==> config.mk <==
export PLATFORM = sky130hd
export DESIGN_NAME = alu_op_sequencer
export DESIGN_NICKNAME = d
export VERILOG_FILES = /design/src/rtl/alu_op_sequencer.sv
export SDC_FILE = /design/constraint.sdc
export NUM_CORES = 1
export LEC_CHECK = 0
export BUFFER_PORTS_ARGS = -buffer_cell sky130_fd_sc_hd__buf_2
export CORE_MARGIN = 5
export CORE_UTILIZATION = 40
export CTS_CLUSTER_DIAMETER = 150
export DETAILED_ROUTE_END_ITERATION = 8
export GPL_TIMING_DRIVEN = 0
export SKIP_LAST_GASP = 1
export SLEW_MARGIN = 20
export SYNTH_ARGS = -nofsm -noshare
export SYNTH_HDL_FRONTEND = slang
export SYNTH_SLANG_ARGS = --single-unit
==> constraint.sdc <==
create_clock -name clk -period 9.7 [get_ports clk]
set_clock_uncertainty 0.2 [all_clocks]
set_input_delay 0.485 -clock clk [delete_from_list [all_inputs] [get_ports clk]]
set_output_delay 0.485 -clock clk [all_outputs]
set_load 0.05 [all_outputs]
==> src/rtl/alu_op_sequencer.sv <==
// Valid/ready sequencer around a combinational 16-bit ALU; optional iterative multiply (op 16).
// Build option: define ALU_SEQ_MUL_EN to include the MUL state, accumulator and bit counter.
module alu (
  input  logic [15:0] x,
  input  logic [15:0] y,
  output logic [15:0] a,
  output logic [15:0] b,
  output logic [15:0] c,
  output logic [15:0] d,
  output logic [15:0] e,
  output logic [15:0] f,
  output logic [15:0] g,
  output logic [15:0] h,
  output logic [15:0] i,
  output logic [15:0] j,
  output logic [15:0] k,
  output logic [15:0] l,
  output logic [15:0] m,
  output logic [15:0] n,
  output logic [15:0] o,
  output logic [15:0] p
);
  assign a = x + y;
  assign b = x - y;
  assign c = y - x;
  assign d = 16'h0001;
  assign e = 16'h0000;
  assign f = 16'hFFFF;
  assign g = 16'h0000 - x;
  assign h = 16'h0000 - y;
  assign i = ~x;
  assign j = ~y;
  assign k = x + 16'h0001;
  assign l = y + 16'h0001;
  assign m = x - 16'h0001;
  assign n = y - 16'h0001;
  assign o = x & y;
  assign p = x | y;
endmodule

module alu_op_sequencer (
  input  logic        clk,
  input  logic        rst_n,
  input  logic        in_valid,
  output logic        in_ready,
  input  logic [4:0]  in_op,
  input  logic [15:0] in_x,
  input  logic [15:0] in_y,
  output logic        out_valid,
  input  logic        out_ready,
  output logic [15:0] out_result,
  output logic        out_zero,
  output logic        out_neg,
  output logic        out_err,
  output logic        busy
);
`ifdef ALU_SEQ_MUL_EN
  typedef enum logic [1:0] {IDLE, EXEC, MUL, DONE} state_t;
  logic [15:0] acc;
  logic [3:0]  cnt;
  logic [15:0] mul_sum;
`else
  typedef enum logic [1:0] {IDLE, EXEC, DONE} state_t;
`endif

  state_t      state;
  logic [4:0]  op_lat;
  logic [15:0] x_lat, y_lat;
  logic [15:0] alu_x, alu_y;
  logic [15:0] r_a, r_b, r_c, r_d, r_e, r_f, r_g, r_h;
  logic [15:0] r_i, r_j, r_k, r_l, r_m, r_n, r_o, r_p;
  logic [15:0] sel;

  // During MUL the adder output a computes acc + (x << cnt).
  always_comb begin
    alu_x = x_lat;
    alu_y = y_lat;
`ifdef ALU_SEQ_MUL_EN
    if (state == MUL) begin
      alu_x = acc;
      alu_y = x_lat << cnt;
    end
`endif
  end

  alu u_alu (
    .x(alu_x), .y(alu_y),
    .a(r_a), .b(r_b), .c(r_c), .d(r_d), .e(r_e), .f(r_f), .g(r_g), .h(r_h),
    .i(r_i), .j(r_j), .k(r_k), .l(r_l), .m(r_m), .n(r_n), .o(r_o), .p(r_p)
  );

  always_comb begin
    sel = 16'h0000;
    case (op_lat)
      5'd0:  sel = r_a;
      5'd1:  sel = r_b;
      5'd2:  sel = r_c;
      5'd3:  sel = r_d;
      5'd4:  sel = r_e;
      5'd5:  sel = r_f;
      5'd6:  sel = r_g;
      5'd7:  sel = r_h;
      5'd8:  sel = r_i;
      5'd9:  sel = r_j;
      5'd10: sel = r_k;
      5'd11: sel = r_l;
      5'd12: sel = r_m;
      5'd13: sel = r_n;
      5'd14: sel = r_o;
      5'd15: sel = r_p;
      default: sel = 16'h0000;
    endcase
  end

`ifdef ALU_SEQ_MUL_EN
  assign mul_sum = y_lat[cnt] ? r_a : acc;
`endif

  always_ff @(posedge clk) begin
    if (!rst_n) begin
      state      <= IDLE;
      op_lat     <= 5'd0;
      x_lat      <= 16'h0000;
      y_lat      <= 16'h0000;
      in_ready   <= 1'b1;
      out_valid  <= 1'b0;
      out_result <= 16'h0000;
      out_zero   <= 1'b0;
      out_neg    <= 1'b0;
      out_err    <= 1'b0;
      busy       <= 1'b0;
`ifdef ALU_SEQ_MUL_EN
      acc        <= 16'h0000;
      cnt        <= 4'd0;
`endif
    end else begin
      case (state)
        IDLE: begin
          if (in_valid) begin
            op_lat   <= in_op;
            x_lat    <= in_x;
            y_lat    <= in_y;
            in_ready <= 1'b0;
            busy     <= 1'b1;
            state    <= EXEC;
`ifdef ALU_SEQ_MUL_EN
            if (in_op == 5'd16) begin
              acc   <= 16'h0000;
              cnt   <= 4'd0;
              state <= MUL;
            end
`endif
          end
        end
        EXEC: begin
          // Illegal ops land on the default select (0), so zero follows naturally.
          out_result <= sel;
          out_zero   <= (sel == 16'h0000);
          out_neg    <= sel[15];
          out_err    <= op_lat[4];
          out_valid  <= 1'b1;
          state      <= DONE;
        end
`ifdef ALU_SEQ_MUL_EN
        MUL: begin
          acc <= mul_sum;
          cnt <= cnt + 4'd1;
          if (cnt == 4'd15) begin
            out_result <= mul_sum;
            out_zero   <= (mul_sum == 16'h0000);
            out_neg    <= mul_sum[15];
            out_err    <= 1'b0;
            out_valid  <= 1'b1;
            state      <= DONE;
          end
        end
`endif
        DONE: begin
          if (out_ready) begin
            out_valid <= 1'b0;
            in_ready  <= 1'b1;
            busy      <= 1'b0;
            state     <= IDLE;
          end
        end
        default: state <= IDLE;
      endcase
    end
  end
endmodule
### Word-level counts from Yosys, hierarchy flattened

Index checks and enable logic that the tools add are counted.

* muxes and demuxes: 11
* add/sub/neg operators: 9
* eq/ne operators: 18
* bitwise operators: 4
* reductions and logical operators: 9

Operators with widths (count)
* 16-bit one-hot mux with 15 select lines: 1
* 5-bit by 4-bit == test with 1-bit output (second input constant): 8
* 16-bit by 1-bit adder with 16-bit output (second input constant): 2
* 16-bit inverter: 2
* 1-bit by 16-bit subtractor with 16-bit output (first input constant): 2
* 16-bit by 1-bit subtractor with 16-bit output (second input constant): 2
* 16-bit subtractor: 2
* 16-bit adder: 1
* 16-bit AND: 1
* 16-bit zero test: 1
* 16-bit bitwise OR: 1
* 5-bit by 3-bit == test with 1-bit output (second input constant): 3
* 5-bit by 2-bit == test with 1-bit output (second input constant): 2
* 1-bit one-hot mux with 2 select lines: 3
* 2-bit one-hot mux with 3 select lines: 1
* 2-bit AND reduction: 3
* 5-bit by 1-bit == test with 1-bit output (second input constant): 1
* 5-bit zero test: 1
* 1-bit two-way mux: 4
* 2-bit two-way mux: 2
* 2-bit != test (second input constant): 2
* 2-bit nonzero test: 2
* 3-bit AND reduction: 1
* 2-bit by 1-bit == test with 1-bit output (second input constant): 1
* other kinds (2): 2

* output and inout port bits: 22
* logic and storage cells: 62
* input port bits: 41
* register bits after elaboration: 61

### Logic depth before layout (Yosys ltp)

Gate-level depths: netlist of the first run.

* depth in word-level cells: 3
* gate-level depth with buffers: 20

### Hierarchy

Synthesis of the first run repeated with hierarchy kept, for this count alone.

* cell total of the unflattened synthesis: 1225
* area total of the unflattened synthesis: 9018.6 um^2

Modules (own cells, without submodules)
* alu_op_sequencer: sequential area each 1201.2 um^2, instances 1, area each 4589.4 um^2, cells an instance 594
* alu: sequential area each 0.0 um^2, instances 1, area each 4429.2 um^2, cells an instance 631

### Worst setup path before layout of the first run

OpenSTA, ideal clock, no wires.

* kind: register to register
* start: register x_lat[1] (netlist: alu_x[1])
* end: register out_result[15]
* slack: 5101 ps
* required time: 9385 ps
* stages on the path, launching flop included: 20
* buffers on the path: 1
* arrival: 4284 ps
* path through: dfxtp_1 clkbuf_1 inv_1 ha_1 or3b_1 or3_1 or3_1 or3_1 a31oi_1 o21ai_0 ha_1 a21o_1 a31o_2 and3_1 a21oi_1 o21ai_0 o41ai_1 xnor2_1 o221ai_1 o21ba_2

* cells in the longest elaborated chain, start to end: 2
* elaborated cells between the ends (all ways): 7
* those cells by class: 6 x add/sub; 1 x mux

RTL lines
* start, declared: RTL line 68 `logic [15:0] x_lat, y_lat;`
* start signal, assigned: RTL line 141 `x_lat <= in_x;`
* 16-bit by 1-bit subtractor with 16-bit output (tied with other cells): RTL line 35 `assign m = x - 16'h0001;`
* 16-bit one-hot mux with 15 select lines *: RTL line 94 `case (op_lat)`
* end signal, assigned: RTL line 157 `out_result <= sel;`
* end, declared: RTL line 51 `output logic [15:0] out_result,`

Mark *: on every way between the ends. The rest lies on a longest branch, timed or not.
A chain may end at the register's enable or synchronous reset.

### Worst setup path in the final report of the first run

* start: register op_lat[3]
* end: register out_zero

* cells in the longest elaborated chain, start to end: 3
* elaborated cells between the ends (all ways): 17
* those cells by class: 14 x eq/ne; 1 x mux; 2 x reduce/logical

RTL lines
* start, declared: RTL line 67 `logic [4:0] op_lat;`
* start signal, assigned: RTL line 140 `op_lat <= in_op;`
* 5-bit by 4-bit == test with 1-bit output (tied with other cells): RTL line 94
* 16-bit one-hot mux with 15 select lines *: RTL line 94
* 16-bit zero test *: RTL line 158 `out_zero <= (sel == 16'h0000);`
* end signal, assigned: RTL line 158
* end, declared: RTL line 52 `output logic out_zero,`

Marks and branches as above.

==> results.md, run 1 <==
- Die Width: 131 µm
- Top cell type's share of synthesized area: 0.206
- DR vias: 6696
- CP max FO: 10
- Top cell family by delay on the critical path: compound AO/OA/AOI/OAI gates
- Yosys warnings: 0
- Largest area contributor in the synthesized netlist: dfxtp_1
- Sequential area share after synthesis: 0.206
- Fillers: 1528
- CTS tree: yes
- Cell Area, Synth: 5840 µm²
- Register area: 1200 µm²
- Dominant cells by area after synthesis: dfxtp_1 21%, nand2_1 7.6%, ha_1 6.9%
- Worst Path Arrival: 6.09 ns
- Min Tclk post-route: 6.01 ns
- Latest clock arrival within the worst-skew pair: 0.35 ns
- Crit path depth: 19
- Worst Slack Setup Final: 3.69 ns
- Num CTS Buffers: 9
- Total Wirelength: 22800 µm
- Hold Buf Count CTS: 0
- Flop2flop setup slack: 3.69 ns
- H-tree depth: 3
- Kind of critical path: reg2reg
- Post-synth EDFFs: 0
- Post-Synthesis Net Count: 916
- Root Driver: clkbuf_16
- Worst vdd ir: 88.5 µV
- Gr ovfl total: 0
- Antenna violations before repair: 0
- Worst Tran Pin Value: 1.07 ns
- Top cells by count, synth: 118 x nand2_1, 77 x a21oi_1, 72 x nor2_1
- Hold WS: 0.160 ns
- Most common cell in the netlist: nand2_1
- Core ar.: 14400 µm²
- Unique masters post-synth: 76
- Starting density of the core: 0.405
- Avg Inst Size Synth: 6.94 µm²
- Hold Fails Final Rpt: 0
- Top_reg_cell synth: dfxtp_1
- Synth Instances: 841
- Max incr delay on CP: 0.69 ns
- Startpoint types: flop
- Static leakage: 2.71 nW
- Unrepaired setup endpoints after global routing: no
- Tcrit/Tclk final: 0.620
- Vias per cell: 6.07
- Yosys reg bits: 60
- Antenna cells: 0
- FMAX: 0.166 GHz
- Ys async rst share: 0
- GRT Total Usage: 0.272
- PostCTS Resize Cnt: 0
- GP Congestion: 0.979
- Outcome: finished, final reports clean
- CP dominant cell by count: clkbuf_1
- Nets: 989
- Die height: 131 µm
- Detailed Place HPWL: 17400 µm
- Final setup TNS: 0 ns
- Layout cells sized above 1: 0.113
- I/O Buffers: 62
- Drt drc: 0
- Reg clk slew, reported paths: 0.06 ns
- Post-place setup slack: 3.91 ns
- Hold path depth: 3
- TritonRoute pass-1 iters: 5
- Vias in the first global route: 6197
- Worst r2r path cells: 19
- Setup bufs post-CTS: 0
- Global-route wire length before repair: 35400 µm
- Area of the multi-input gates: 4290 µm²
- Slowest-stage cell, CP: a221oi_1
- Final Max Slew Viols: 0
- Avg WL per Cell: 20.7 µm
- CP endpoint kind: flop
- CTS Buffer Depth: 2
- Worst rel slew slack: 0.285
- Ports: 63
- Hold Path Class: in2reg
- Critical-path cell list: clkbuf_1, clkbuf_1, clkbuf_1, nand3_1, a21oi_1, clkbuf_1, nor2_1, nor2_1, o21ai_0, ha_1, clkbuf_1, a31oi_1, nand2_1, a311oi_1, mux2i_1, a221oi_1, and4_1, nand4_1, o31ai_2
- Die area: 17100 µm²
- Clk sinks: 60
- ANT nets after route: 0
- DRT iter0 DRCs: 771
- Critical path buffer and inverter count: 5
- Pin count of the biggest net entering global routing: 13
- Setup violations, final: 0
- Max cap viols: 0
- Row count: 44
- Cell Pwr Density: 170 nW/µm²
- Final std cells w/o fill: 1103
- Placed insts: 1087
- Area Growth Syn to Fin: 14.9%
- CP required: 9.77 ns
-- sequential cells by signal (all words and copies together), names as in the netlist, 2 cells and up --
signal / flops
alu_x: 16
alu_y: 16
op_lat: 5
out_result: 16
state: 2
-- final cells by class --
| cell class | count | share of cell area |
|---|---|---|
| multi-input combinational | 690 | 0.639 |
| buffer | 73 | 0.0431 |
| clock inverter | 7 | 0.0147 |
| sequential | 60 | 0.179 |
| inverter | 18 | 0.0101 |
| clock buffer | 9 | 0.0336 |
| timing repair buffer | 62 | 0.0462 |
| tap | 184 | 0.0343 |
-- layout by cell type, fill, tap and decap left out, types with 4 or more instances in the layout --
cell / synthesis / layout
a211o_1: 4 / 4
a211oi_1: 11 / 11
a21o_1: 12 / 12
a21oi_1: 77 / 77
a221oi_1: 6 / 6
a31oi_1: 23 / 22
and2_1: 8 / 8
and3_1: 6 / 6
buf_1: 5 / 5
buf_2: 3 / 65
clkbuf_1: 63 / 63
clkbuf_16: 0 / 9
dfxtp_1: 60 / 60
ha_1: 32 / 32
inv_1: 17 / 17
mux2i_1: 8 / 8
nand2_1: 118 / 118
nand2b_1: 9 / 9
nand3_1: 21 / 21
nand4_1: 8 / 8
nor2_1: 72 / 72
nor2b_1: 11 / 11
nor3_1: 27 / 27
nor3b_1: 5 / 5
nor4_1: 9 / 9
o2111ai_1: 20 / 20
o211ai_1: 4 / 4
o21a_1: 10 / 10
o21ai_0: 55 / 55
o221ai_1: 6 / 6
o22ai_1: 8 / 8
o31ai_1: 6 / 6
or2_2: 4 / 4
or3_1: 13 / 13
xnor2_1: 18 / 18
xor2_1: 17 / 17
-- report_power, final --
group	switching [mW]	internal, mW
Sequential	0.0169	0.264
Combinational	0.319	0.181
Clock	0.134	0.226
-- metal layers --
layer	GRT usage	up-vias	wire length, µm
li1	-	3234	-
met1	0.362	3134	10000
met2	0.426	284	10100
met3	0.0699	44	1940
met4	0.0968	0	752
met5	0	-	0
-- worst register-to-register path, delay by kind of cell (launching register included) --
family	cells	cell delay [ns]
AO/OA/AOI/OAI	6	2.15
adder cells (fa/ha/maj)	1	0.30
buffers and inverters	5	1.92
flip-flops	1	0.31
multiplexers	1	0.14
AND/OR/NAND/NOR	6	0.92
-- stage by stage --
step / instance area, µm² / util / total power [mW]
global route: 6710 / 0.465 / 1.20
detailed placement: 6390 / 0.443 / 0.774
global placement: 6380 / 0.442 / 0.772
floorplan: 5840 / - / 0.636
finish: 6710 / 0.465 / 1.14
CTS: 6710 / 0.465 / 1.13
-- worst paths after layout --
| kind | end | startpoint |
|---|---|---|
| worst max register to register | out_zero | op_lat[3] |
| worst min-delay path | alu_y[4] | in_y[4] |
| worst min register to register | out_result[0] | out_result[0] |
| worst max-delay path | out_zero | op_lat[3] |
-- cells by family (layout without fill, tap and decap cells) --
logic type                 Yosys count  count (layout)  share of synthesized area
and+or+nand+nor                    330             330                      0.270
muxes                               10              10                     0.0182
AOI/OAI and AO/OA                  280             280                      0.315
DFF                                 60              60                      0.206
xor gates and xnor gates            35              35                     0.0525
buffers and inverters               91             169                     0.0611
adders and majority gates           35              35                     0.0771
Note: power is estimated with default switching activity, not from simulation.
==> run 2, diff against run 1 <==
Clock period 9.7 ns to 4.95 ns, I/O delays scaled along.
==> run 2 against run 1 <==
  * Routed wire length rose by 2.4%
  * Core utilization rose by 3.9 points
  * Largest cell class unchanged
  * Cell count rose by 3.4%
  * Worst hold slack got worse by 0.13 ns
  * Critical endpoint unchanged
  * Sequential power rose by 98%
  * Critical path type unchanged
  * Global-route usage up 0.48 points
  * Clock-buffer cell count stayed put
  * Critical path depth fell by 1
  * Via count up 3.5%
==> results.md, run 2 (synthesis gave the netlist of run 1 again) <==
- Outcome: finished, final reports clean
- Antenna violations before repair: 0
- Max cap viols: 0
- Kind of critical path: reg2reg
- Worst Path Arrival: 4.86 ns
- Ports: 63
- CTS Buffer Depth: 2
- Nets: 1026
- Reg clk slew, reported paths: 0.06 ns
- Row count: 44
- FMAX: 0.209 GHz
- Vias in the first global route: 6404
- H-tree depth: 3
- TritonRoute pass-1 iters: 6
- Final Max Slew Viols: 0
- CP max FO: 9
- Antenna cells: 0
- Drt drc: 0
- Vias per cell: 6.08
- Root Driver: clkbuf_16
- Layout cells sized above 1: 0.160
- Total Wirelength: 23400 µm
- Die height: 131 µm
- DRT iter0 DRCs: 817
- GRT Total Usage: 0.277
- Worst vdd ir: 179 µV
- Setup violations, final: 0
- ANT nets after route: 0
- I/O Buffers: 62
- Cell Pwr Density: 320 nW/µm²
- Num CTS Buffers: 9
- Global-route wire length before repair: 36100 µm
- DR vias: 6928
- Placed insts: 1087
- Clk sinks: 60
- Fin area: 7270 µm²
- CP endpoint kind: flop
- Hold Fails Final Rpt: 0
- CP required: 5.02 ns
- GP Congestion: 0.979
- Area Growth Syn to Fin: 24.6%
- Detailed Place HPWL: 17400 µm
- Placed instance area: 6390 µm²
- Static leakage: 2.97 nW
- Pin count of the biggest net entering global routing: 13
- Final std cells w/o fill: 1140
- Tcrit/Tclk final: 0.967
- Avg WL per Cell: 20.5 µm
- CTS tree: yes
- Hold Path Class: in2reg
- Commonest cells after routing, fill and taps aside: 117 x nand2_1, 76 x a21oi_1, 72 x nor2_1
- Die Width: 131 µm
- Min Tclk post-route: 4.79 ns
- Commonest non-fill, non-tap cell in the layout: nand2_1
- Startpoint types: flop
- Gr ovfl total: 0
- Core ar.: 14400 µm²
- Worst Tran Pin Value: 1.11 ns
- Worst rel slew slack: 0.258
- Die area: 17100 µm²
- Starting density of the core: 0.405
- Latest clock arrival within the worst-skew pair: 0.35 ns
[run 2: cell count changes in the layout (fill, tap and decap cells not counted), sizes merged]
cell,previous run,this run
dlygate4sd3,0,38
buf,72,77
clkbuf,72,66
[run 2: area by class of cell]
type,instances,area (µm²)
plain buffers,67,290
clock buffers,9,225
clock inverters,7,98.8
fillers,1470,7150
inverters,18,67.6
multi-input cells,690,4420
flip-flops and latches,60,1210
well taps,184,230
repair buffers,105,728
[run 2: routing by layer]
metal  GRT usage  vias to the layer above  share of wire
li1            -                     3317              -
met1       0.367                     3219           0.44
met2       0.441                      333           0.44
met3      0.0622                       59          0.084
met4      0.0998                        0          0.038
met5           0                        -              0
[run 2: path summary, 6_finish.rpt]
path	start	to	slack (ns)	cells past startpoint
worst max-delay path	alu_x[1]	out_zero	0.16	18
worst min-delay path	out_ready	state[1]	0.03	3
worst max register to register	alu_x[1]	out_zero	0.16	18
worst min register to register	out_result[0]	out_result[0]	0.25	2
[run 2: critical path: stages (launching register included)]
cell     delay, ns
dfxtp_4       0.39
inv_2         0.11
ha_4          0.16
or3b_1        0.37
or3_4         0.35
or3_4         0.37
or3_1         0.36
a31oi_1       0.17
o21ai_1       0.10
ha_1          0.34
a21o_1        0.18
a31o_2        0.23
a21o_1        0.16
a31oi_2       0.18
xor2_1        0.25
o221a_2       0.28
and4_1        0.20
nand4_1       0.11
o31ai_2       0.18
[run 2: report_power, final]
part / total [mW] / internal, mW / switching [mW]
Sequential: 0.555 / 0.517 / 0.0379
Clock: 0.705 / 0.444 / 0.262
Combinational: 1.06 / 0.411 / 0.652
Total: 2.32 / 1.37 / 0.952
[run 2: repair_timing]
item	CTS	global route
pin swaps	4	3
setup endpoints to repair	10	6
hold endpoints to repair	38	0
hold buffers	38	0
setup buffers	4	1
resized for setup	32	30
[run 2: per-stage QoR]
stage / utilization / power [mW] / setup slack, ns / TNS [ns] / hold WS [ns]
finish: 0.504 / 2.32 / 0.161 / 0 / 0.0265
global route: 0.504 / 2.44 / -0.00494 / -0.00494 / 0.0391
CTS: 0.498 / 2.28 / 0.0140 / 0 / 0.0190
detailed placement: 0.443 / 1.52 / -0.838 / -4.40 / 0.247
global placement: 0.442 / 1.51 / -0.796 / -3.86 / 0.247
floorplan: - / 1.25 / 0.351 / 0 / 0.124
